[config.mk]
export PLATFORM = sky130hd
export DESIGN_NAME = spimemio_arb
export DESIGN_NICKNAME = d
export VERILOG_FILES = /design/src/rtl/spimemio_arb.sv
export SDC_FILE = /design/constraint.sdc
export NUM_CORES = 1
export LEC_CHECK = 0
export ABC_CLOCK_PERIOD_IN_PS = 3900
export BUFFER_PORTS_ARGS = -buffer_cell sky130_fd_sc_hd__buf_4
export CAP_MARGIN = 10
export CORE_AREA = 5 5 101 103
export CTS_CLUSTER_SIZE = 25
export DETAILED_ROUTE_END_ITERATION = 10
export DIE_AREA = 0 0 106 108
export PLACE_DENSITY_LB_ADDON = 0.05
export SYNTH_ARGS = -nofsm -noshare
export SYNTH_HDL_FRONTEND = slang
export SYNTH_SLANG_ARGS = --single-unit
[constraint.sdc]
create_clock -name clk -period 3.9 [get_ports clk]
set_input_delay 0.195 -clock clk [delete_from_list [all_inputs] [get_ports clk]]
set_output_delay 0.195 -clock clk [all_outputs]
set_load 0.005 [all_outputs]
[src/rtl/spimemio_arb.sv]
// spimemio_arb: arbiter in front of a single spimemio flash controller port.
// Two read requesters (m0, m1) share the controller. Config register writes
// take priority over reads, and each is followed by a 3-cycle settle window.
//
// Ports:
//   clk, resetn                    clock (rising edge) / synchronous active-low reset
//   mX_valid, mX_addr              requester X read request and byte address
//   mX_ready, mX_err, mX_rdata     requester X completion strobe, timeout flag, data
//   cfg_we, cfg_di, cfg_ack        config write request (nonzero we), data, accept strobe
//   mem_valid, mem_addr            read request to the flash controller
//   mem_ready, mem_rdata           read response from the flash controller
//   cfgreg_we, cfgreg_di           config write to the flash controller
//   busy                           arbiter not idle
module spimemio_arb #(
  parameter int TIMEOUT    = 1024,
  parameter bit FIXED_PRIO = 1'b0
) (
  input  logic        clk,
  input  logic        resetn,
  input  logic        m0_valid,
  input  logic [23:0] m0_addr,
  output logic        m0_ready,
  output logic        m0_err,
  output logic [31:0] m0_rdata,
  input  logic        m1_valid,
  input  logic [23:0] m1_addr,
  output logic        m1_ready,
  output logic        m1_err,
  output logic [31:0] m1_rdata,
  input  logic [3:0]  cfg_we,
  input  logic [31:0] cfg_di,
  output logic        cfg_ack,
  output logic        mem_valid,
  output logic [23:0] mem_addr,
  input  logic        mem_ready,
  input  logic [31:0] mem_rdata,
  output logic [3:0]  cfgreg_we,
  output logic [31:0] cfgreg_di,
  output logic        busy
);

  typedef enum logic [1:0] {IDLE, RD, CFG, HOLD} state_t;

  localparam logic [15:0] TMO_LAST  = 16'(TIMEOUT - 1);
  localparam logic [15:0] HOLD_LAST = 16'd2;

  state_t      state, state_nx;
  logic        gnt, gnt_nx;     // 0 = m0, 1 = m1
  logic        last;            // last requester served, 1 = m1
  logic [23:0] addr_q;
  logic [15:0] cnt;             // RD wait cycles, or HOLD cycles
  logic [3:0]  we_q;
  logic [31:0] di_q;

  logic g_valid, tmo, rd_live, rd_done, rd_abort;

  assign g_valid  = gnt ? m1_valid : m0_valid;
  // mem_ready wins over timeout in the same cycle
  assign tmo      = (cnt == TMO_LAST) && !mem_ready;
  assign rd_live  = (state == RD) && g_valid;
  assign rd_done  = rd_live && (mem_ready || tmo);
  assign rd_abort = (state == RD) && !g_valid;

  always_comb begin
    state_nx = state;
    gnt_nx   = gnt;
    case (state)
      IDLE: begin
        if (|cfg_we) begin
          state_nx = CFG;
        end else if (m0_valid || m1_valid) begin
          state_nx = RD;
          if (m0_valid && m1_valid)
            gnt_nx = FIXED_PRIO ? 1'b0 : ~last;
          else
            gnt_nx = m1_valid;
        end
      end
      RD:      if (rd_done || rd_abort) state_nx = IDLE;
      CFG:     state_nx = HOLD;
      HOLD:    if (cnt == HOLD_LAST) state_nx = IDLE;
      default: state_nx = IDLE;
    endcase
  end

  always_ff @(posedge clk) begin
    if (!resetn) begin
      state  <= IDLE;
      gnt    <= 1'b0;
      last   <= 1'b1;
      addr_q <= '0;
      cnt    <= '0;
      we_q   <= '0;
      di_q   <= '0;
    end else begin
      state <= state_nx;
      gnt   <= gnt_nx;
      if (state == IDLE && state_nx == RD)
        addr_q <= gnt_nx ? m1_addr : m0_addr;
      if (state == IDLE && |cfg_we) begin
        we_q <= cfg_we;
        di_q <= cfg_di;
      end
      // every state change restarts the count, so RD and HOLD both begin at 0
      if (state_nx != state)
        cnt <= '0;
      else if ((state == RD && !mem_ready) || state == HOLD)
        cnt <= cnt + 16'd1;
      if (rd_done || rd_abort)
        last <= gnt;
    end
  end

  // Strobes are qualified with resetn so a reset landing mid-transaction
  // never leaks a completion or ack in that cycle.
  always_comb begin
    m0_ready = 1'b0;
    m0_err   = 1'b0;
    m0_rdata = '0;
    m1_ready = 1'b0;
    m1_err   = 1'b0;
    m1_rdata = '0;
    if (resetn && rd_live) begin
      if (!gnt) begin
        m0_ready = mem_ready || tmo;
        m0_err   = tmo;
        m0_rdata = tmo ? 32'hFFFF_FFFF : mem_rdata;
      end else begin
        m1_ready = mem_ready || tmo;
        m1_err   = tmo;
        m1_rdata = tmo ? 32'hFFFF_FFFF : mem_rdata;
      end
    end
  end

  assign mem_valid = (state == RD);
  assign mem_addr  = addr_q;
  assign cfg_ack   = resetn && (state == CFG);
  assign cfgreg_we = cfg_ack ? we_q : 4'h0;
  assign cfgreg_di = di_q;
  assign busy      = (state != IDLE);

endmodule
==> summary.txt, run 1 <==
CTS
  – Clock latency at the later pin of the worst-skew pair: 360 ps
  – Setup repair bufs after CTS: 0
  – Post-CTS sizing: 0
  – Root Driver: clkbuf_8
  – CTS tree: yes
  – Clock-pin transition on the worst setup and hold timing paths: 100 ps
  – Clock sink count: 80
  – CTS HTree Levels: 3
  – Clock Path Buffers: 2
  – TritonCTS buffer count: 9
  – Hold_buf cts: 0

Critical path
  – CP arrival: 2850 ps
  – Crit path launch type: register
  – Critical Path End Type: primary output
  – Worst path required time: 3700 ps
  – Largest fanout on the critical path: 37
  – Critical path type: register to primary output

Timing
  – Setup violations, final: 0
  – Clock skew: 9.52 ps
  – Max Slew Vio Count: 0
  – RSZ-0062 raised after global routing: false
  – Setup TNS Final: 0 ps
  – Worst Tran Pin Value: 842 ps
  – Final Cycle Share: 0.780
  – Final Hold Vio Count: 0
  – Post-route worst setup slack: 857 ps
  – Period minus WS final: 3040 ps
  – Worst hold slack: 73.3 ps
  – Fmax: 0.329 GHz
  – Rel. slew slack: 0.438

Placed design
  – Pre-CTS WS: 1290 ps
  – Placed Cells: 847
  – Placed Area: 6180 µm²
  – DP HPWL: 11,000 µm
  – GPL Wtd Cong: 0.871
  – Buffers on Ports: 251

Routing
  – Final ANT Viol Nets: 0
  – DR DRC count: 0
  – Drt first-iter violations: 272
  – Final WL: 14,800 µm
  – Routed wire per std cell: 17.2 µm
  – Vias per Instance: 5.51
  – Pre-antenna DRT Iters: 4
  – Vias post-DR: 4,754

Job
  – Max Cap Violations: 0

Synth
  – Yosys warns: 0
  – Ys flop type: dfxtp_1
  – Mapped Cells: 522
  – Synthesized area: 4280 µm²
  – FFs w/ async S/R, synth: 0
  – EDFF count, synth: 0
  – Syn Nets: 645
  – Sequential area share after synthesis: 0.374
  – Yosys cell types: 51
  – Mean area per synthesized cell: 8.20 µm²
  – Register bit total from synthesis: 80

Layout
  – Ratio of cells with drive above 1 in the final layout: 0.411
  – Area grow syn2layout: 49.3%
  – FF/Latch Area: 1600 µm²
  – Commonest non-fill, non-tap cells in the layout: buf_4, dfxtp_1, nand2_1, o21a_1, a21oi_1
  – Diode count: 0
  – NumNets Final: 870
  – Most common cell after layout, fill and taps aside: buf_4
  – Final non-filler cell total: 863
  – FILL cells: 746
  – Area of the multi-input gates: 2430 µm²
  – Design Area, Final: 6390 µm²
  – Util after Layout: 0.701

Power
  – Clock power frac: 0.357
  – P_leak: 2.75 nW
  – Seq pwr share: 0.478
  – Psw: 0.506 mW
  – Combinational power share: 0.164
  – Total power divided by cell area: 286 nW/µm²
  – VDD IR max: 0.000253 V
  – Power, Total: 1.83 mW
  – Switch share: 0.277
  – Cell internal pwr: 1.32 mW

Outcome
  – Outcome: finished, final reports clean

GRT
  – Global-route wire length before repair: 23,100 µm
  – GRT overflow: 0
  – Vias in the first global route: 4,572
  – Total GRT Usage: 0.247
  – Initial antenna violation count: 0
  – Largest net degree at the start of global routing: 49

Die
  – Area of the core: 9110 µm²
  – Die Y: 108 µm
  – # rows: 35
  – Starting Density: 0.470
  – Die Wd: 106 µm
  – DIE AREA: 11,400 µm²
  – I/O Pins: 252

Hold path
  – Worst Hold Class: input port to register
==> flip-flops by register name, summed over array words and instances (netlist names) <==
signal,flops
state,2
gnt,1
cfgreg_di,32
cnt,16
last,1
we_q,4
mem_addr,24
==> metal layers <==
layer / GRT usage / part of all wire / up-vias
li1: - / - / 2353
met1: 0.280 / 0.38 / 2187
met2: 0.434 / 0.51 / 187
met3: 0.0758 / 0.084 / 27
met4: 0.102 / 0.027 / 0
met5: 0 / 0 / -
==> worst max-delay path, cell delays in order (launching register included) <==
cell and delay, ps:
dfxtp_1 390, ha_1 270, nor3b_1 250, nand4_1 220, nor2_4 660, buf_4 420, o21a_1 160, buf_4 110
==> power groups by stage <==
stage	Sequential [mW]	Clock, mW	Combinational, mW
after floorplan	0.889	0	0.120
after global placement	0.891	0	0.296
after detailed placement	0.893	0	0.302
after CTS	0.874	0.664	0.303
after global routing	0.879	0.700	0.329
final	0.875	0.653	0.301
==> final cells by class <==
cell class	count	area share
Clock buffer	9	0.0194
Clock inverter	7	0.0133
Inverter	10	0.00588
Multi-Input combinational cell	384	0.381
Sequential cell	80	0.251
Tap cell	111	0.0217
Timing Repair Buffer	262	0.308
==> final timing paths <==
kind	from	endpoint	slack [ps]	cells after the start
setup / recovery	cnt[1]	m0_rdata[28]	860	7
hold / removal	cfg_di[2]	cfgreg_di[2]	70	3
setup reg to reg	state[0]	mem_addr[0]	1420	6
hold reg to reg	cfgreg_di[11]	cfgreg_di[11]	460	2
==> Yosys cell counts (2+ instances only) <==
cell       n  share of area
o21a_1    64           0.11
and3_1     4         0.0058
nand3_1    6         0.0070
o31ai_1    5         0.0088
buf_4      2         0.0035
or4_1      6          0.011
clkbuf_1  24          0.021
nand4_1    7          0.010
nand2b_1   2         0.0029
and2_1     6         0.0088
nor4b_1    2         0.0041
a21oi_1   35          0.041
nor2_2     2         0.0029
or3_1      4         0.0058
buf_6      3         0.0079
nand2_1   72          0.063
nor2_1    34          0.030
nor3b_1    2         0.0035
o211ai_1   2         0.0035
a211oi_2  20          0.058
inv_1     10         0.0088
nor2b_1    2         0.0029
dfxtp_1   80           0.37
xor2_1     5          0.010
a211oi_1  13          0.023
ha_1       2         0.0058
o21ai_0   28          0.033
nor3_1     9          0.011
buf_2     17          0.020
nor4_2     2         0.0058
nor4_1    28          0.041
a22oi_1    3         0.0053
and4_1     3         0.0061
==> cell families after synthesis <==
family,synth area share
and+or+nand+nor,0.238
buffers and inverters,0.0632
AOI/OAI and AO/OA,0.304
xor gates and xnor gates,0.0123
adders and majority gates,0.00585
muxes,0.00234
DFF,0.374
Note: power is estimated with default switching activity, not from simulation.
==> run 2: changes to the inputs <==
--- a/config.mk
+++ b/config.mk
@@ -5,13 +5,13 @@
 export SDC_FILE = /design/constraint.sdc
 export NUM_CORES = 1
 export LEC_CHECK = 0
-export ABC_CLOCK_PERIOD_IN_PS = 3900
+export ABC_CLOCK_PERIOD_IN_PS = 2900
 export BUFFER_PORTS_ARGS = -buffer_cell sky130_fd_sc_hd__buf_4
 export CAP_MARGIN = 10
-export CORE_AREA = 5 5 101 103
+export CORE_AREA = 5 5 105 107
 export CTS_CLUSTER_SIZE = 25
 export DETAILED_ROUTE_END_ITERATION = 10
-export DIE_AREA = 0 0 106 108
+export DIE_AREA = 0 0 110 112
 export PLACE_DENSITY_LB_ADDON = 0.05
 export SYNTH_ARGS = -nofsm -noshare
 export SYNTH_HDL_FRONTEND = slang
==> constraint.sdc (replaced) <==
create_clock -name clk -period 2.9 [get_ports clk]
set_input_delay 0.145 -clock clk [delete_from_list [all_inputs] [get_ports clk]]
set_output_delay 0.145 -clock clk [all_outputs]
set_load 0.005 [all_outputs]
==> run 2 against run 1 <==
Register-to-register slack worse by 610 ps; clock-buffer cell count up 1; wire length down 1.5%; critical path depth unchanged; flip-flop and latch count unchanged; non-clock buffer count up 2; die area up 7.6%; highest routed layer unchanged.
==> summary.txt, run 2 (synthesized netlist as in run 1, its figures left out) <==
Outcome
  – Outcome: finished, final reports clean

CTS
  – Root Driver: clkbuf_8
  – Clock-pin transition on the worst setup and hold timing paths: 80 ps
  – Setup repair bufs after CTS: 0
  – Clock Path Buffers: 2
  – Clock latency at the later pin of the worst-skew pair: 350 ps
  – Clock sink count: 80
  – CTS tree: yes
  – Post-CTS sizing: 0
  – Hold_buf cts: 0
  – CTS HTree Levels: 3
  – TritonCTS buffer count: 9

Timing
  – Final Hold Vio Count: 0
  – Fmax: 0.389 GHz
  – Setup violations, final: 0
  – Max Slew Vio Count: 0
  – RSZ-0062 raised after global routing: false
  – Clock skew: 4.95 ps
  – Final Cycle Share: 0.887
  – Period minus WS final: 2570 ps
  – Setup TNS Final: 0 ps
  – Post-route worst setup slack: 327 ps
  – Rel. slew slack: 0.571
  – Worst Tran Pin Value: 639 ps

Critical path
  – Worst path slowest cell: buf_4
  – CP arrival: 2430 ps
  – Worst path required time: 2760 ps
  – Critical path type: register to primary output
  – Critical Path End Type: primary output
  – Top cell family by delay on the critical path: simple AND/OR/NAND/NOR gates
  – Largest fanout on the critical path: 64
  – Crit path launch type: register
  – CP cell instances: ha_1, nor3b_1, nand4_1, nor2_4, buf_4, o21a_1, buf_4
  – WP buf/inv: 2
  – CP peak stage delay: 500 ps
  – Most numerous cell on the critical path: buf_4

Placed design
  – Buffers on Ports: 251
  – Placed Cells: 874
  – DP HPWL: 10,900 µm
  – Pre-CTS WS: 731 ps
  – Placed Area: 6220 µm²
  – GPL Wtd Cong: 0.807

GRT
  – Vias in the first global route: 4,669
  – Largest net degree at the start of global routing: 65
  – Total GRT Usage: 0.227
  – Initial antenna violation count: 0
  – GRT overflow: 0
  – Global-route wire length before repair: 22,700 µm

Routing
  – Vias post-DR: 4,813
  – Final WL: 14,600 µm
  – Routed wire per std cell: 16.4 µm
  – Vias per Instance: 5.41
  – Drt first-iter violations: 306
  – Final ANT Viol Nets: 0
  – Pre-antenna DRT Iters: 4
  – DR DRC count: 0

Power
  – Total power divided by cell area: 370 nW/µm²
  – VDD IR max: 0.000328 V
  – P_leak: 2.76 nW

Layout
  – Most common cell after layout, fill and taps aside: buf_4
  – Diode count: 0
  – Util after Layout: 0.638
  – NumNets Final: 872
  – Commonest non-fill, non-tap cells in the layout: buf_4, dfxtp_1, nand2_1, o21a_1, a21oi_1
  – Design Area, Final: 6410 µm²
  – Area grow syn2layout: 49.8%
  – Final non-filler cell total: 889
  – Ratio of cells with drive above 1 in the final layout: 0.410
  – Max FFs per register: 32

Die
  – I/O Pins: 252
  – Die Wd: 110 µm
  – Die Y: 112 µm
  – Area of the core: 10,000 µm²
  – # rows: 37
  – Starting Density: 0.426
  – DIE AREA: 12,300 µm²

Hold path
  – Worst Hold Class: input port to register

Job
  – Max Cap Violations: 0
-- run 2: cell count changes in the layout (fill, tap and decap cells not counted) --
cell,delta
clkinvlp_4,-2
clkinv_2,+2
inv_6,-1
inv_8,-2
clkbuf_1,+1
buf_4,+2
clkinv_4,+1
-- run 2: routing by layer --
metal	track usage	part of all wire	vias up
li1	-	-	2346
met1	0.249	0.38	2247
met2	0.390	0.49	189
met3	0.0771	0.098	31
met4	0.0981	0.032	0
met5	0	0	-
-- run 2: final cells by class --
type | count | area, µm²
clock inverters | 5 | 57.6
inverters | 10 | 37.5
multi-input cells | 384 | 2430
fillers | 888 | 3640
well taps | 136 | 170
repair buffers | 264 | 1980
flip-flops and latches | 80 | 1600
clock buffers | 10 | 128
-- run 2: final timing paths --
path	to	from	slack [ps]	depth (start not counted)
min	cfgreg_di[30]	cfg_di[30]	30	3
min reg2reg	cfgreg_di[12]	cfgreg_di[12]	460	2
max	m0_rdata[10]	cnt[1]	330	7
max reg2reg	cnt[11]	cnt[1]	810	6
-- run 2: stage by stage --
stage / hold slack, ps / power (mW)
2_1_floorplan: 281 / 1.36
3_3_place_gp: 392 / 1.60
3_5_place_dp: 401 / 1.61
4_1_cts: 12.8 / 2.41
5_1_grt: 17.5 / 2.49
6_report: 29.8 / 2.37
-- run 2: report_power, final --
group | total, mW | internal (mW) | leakage, nW | switching [mW]
clock | 0.791 | 0.395 | 0.0965 | 0.396
combinational | 0.408 | 0.219 | 2.01 | 0.188
sequential | 1.18 | 1.15 | 0.652 | 0.0306
-- run 2: worst register-to-register path: stages, from the launching register on --
cell	delay (ps)
dfxtp_1	380
ha_1	260
nor3b_1	270
nand4_1	220
a21oi_2	540
buf_4	260
a211oi_1	60
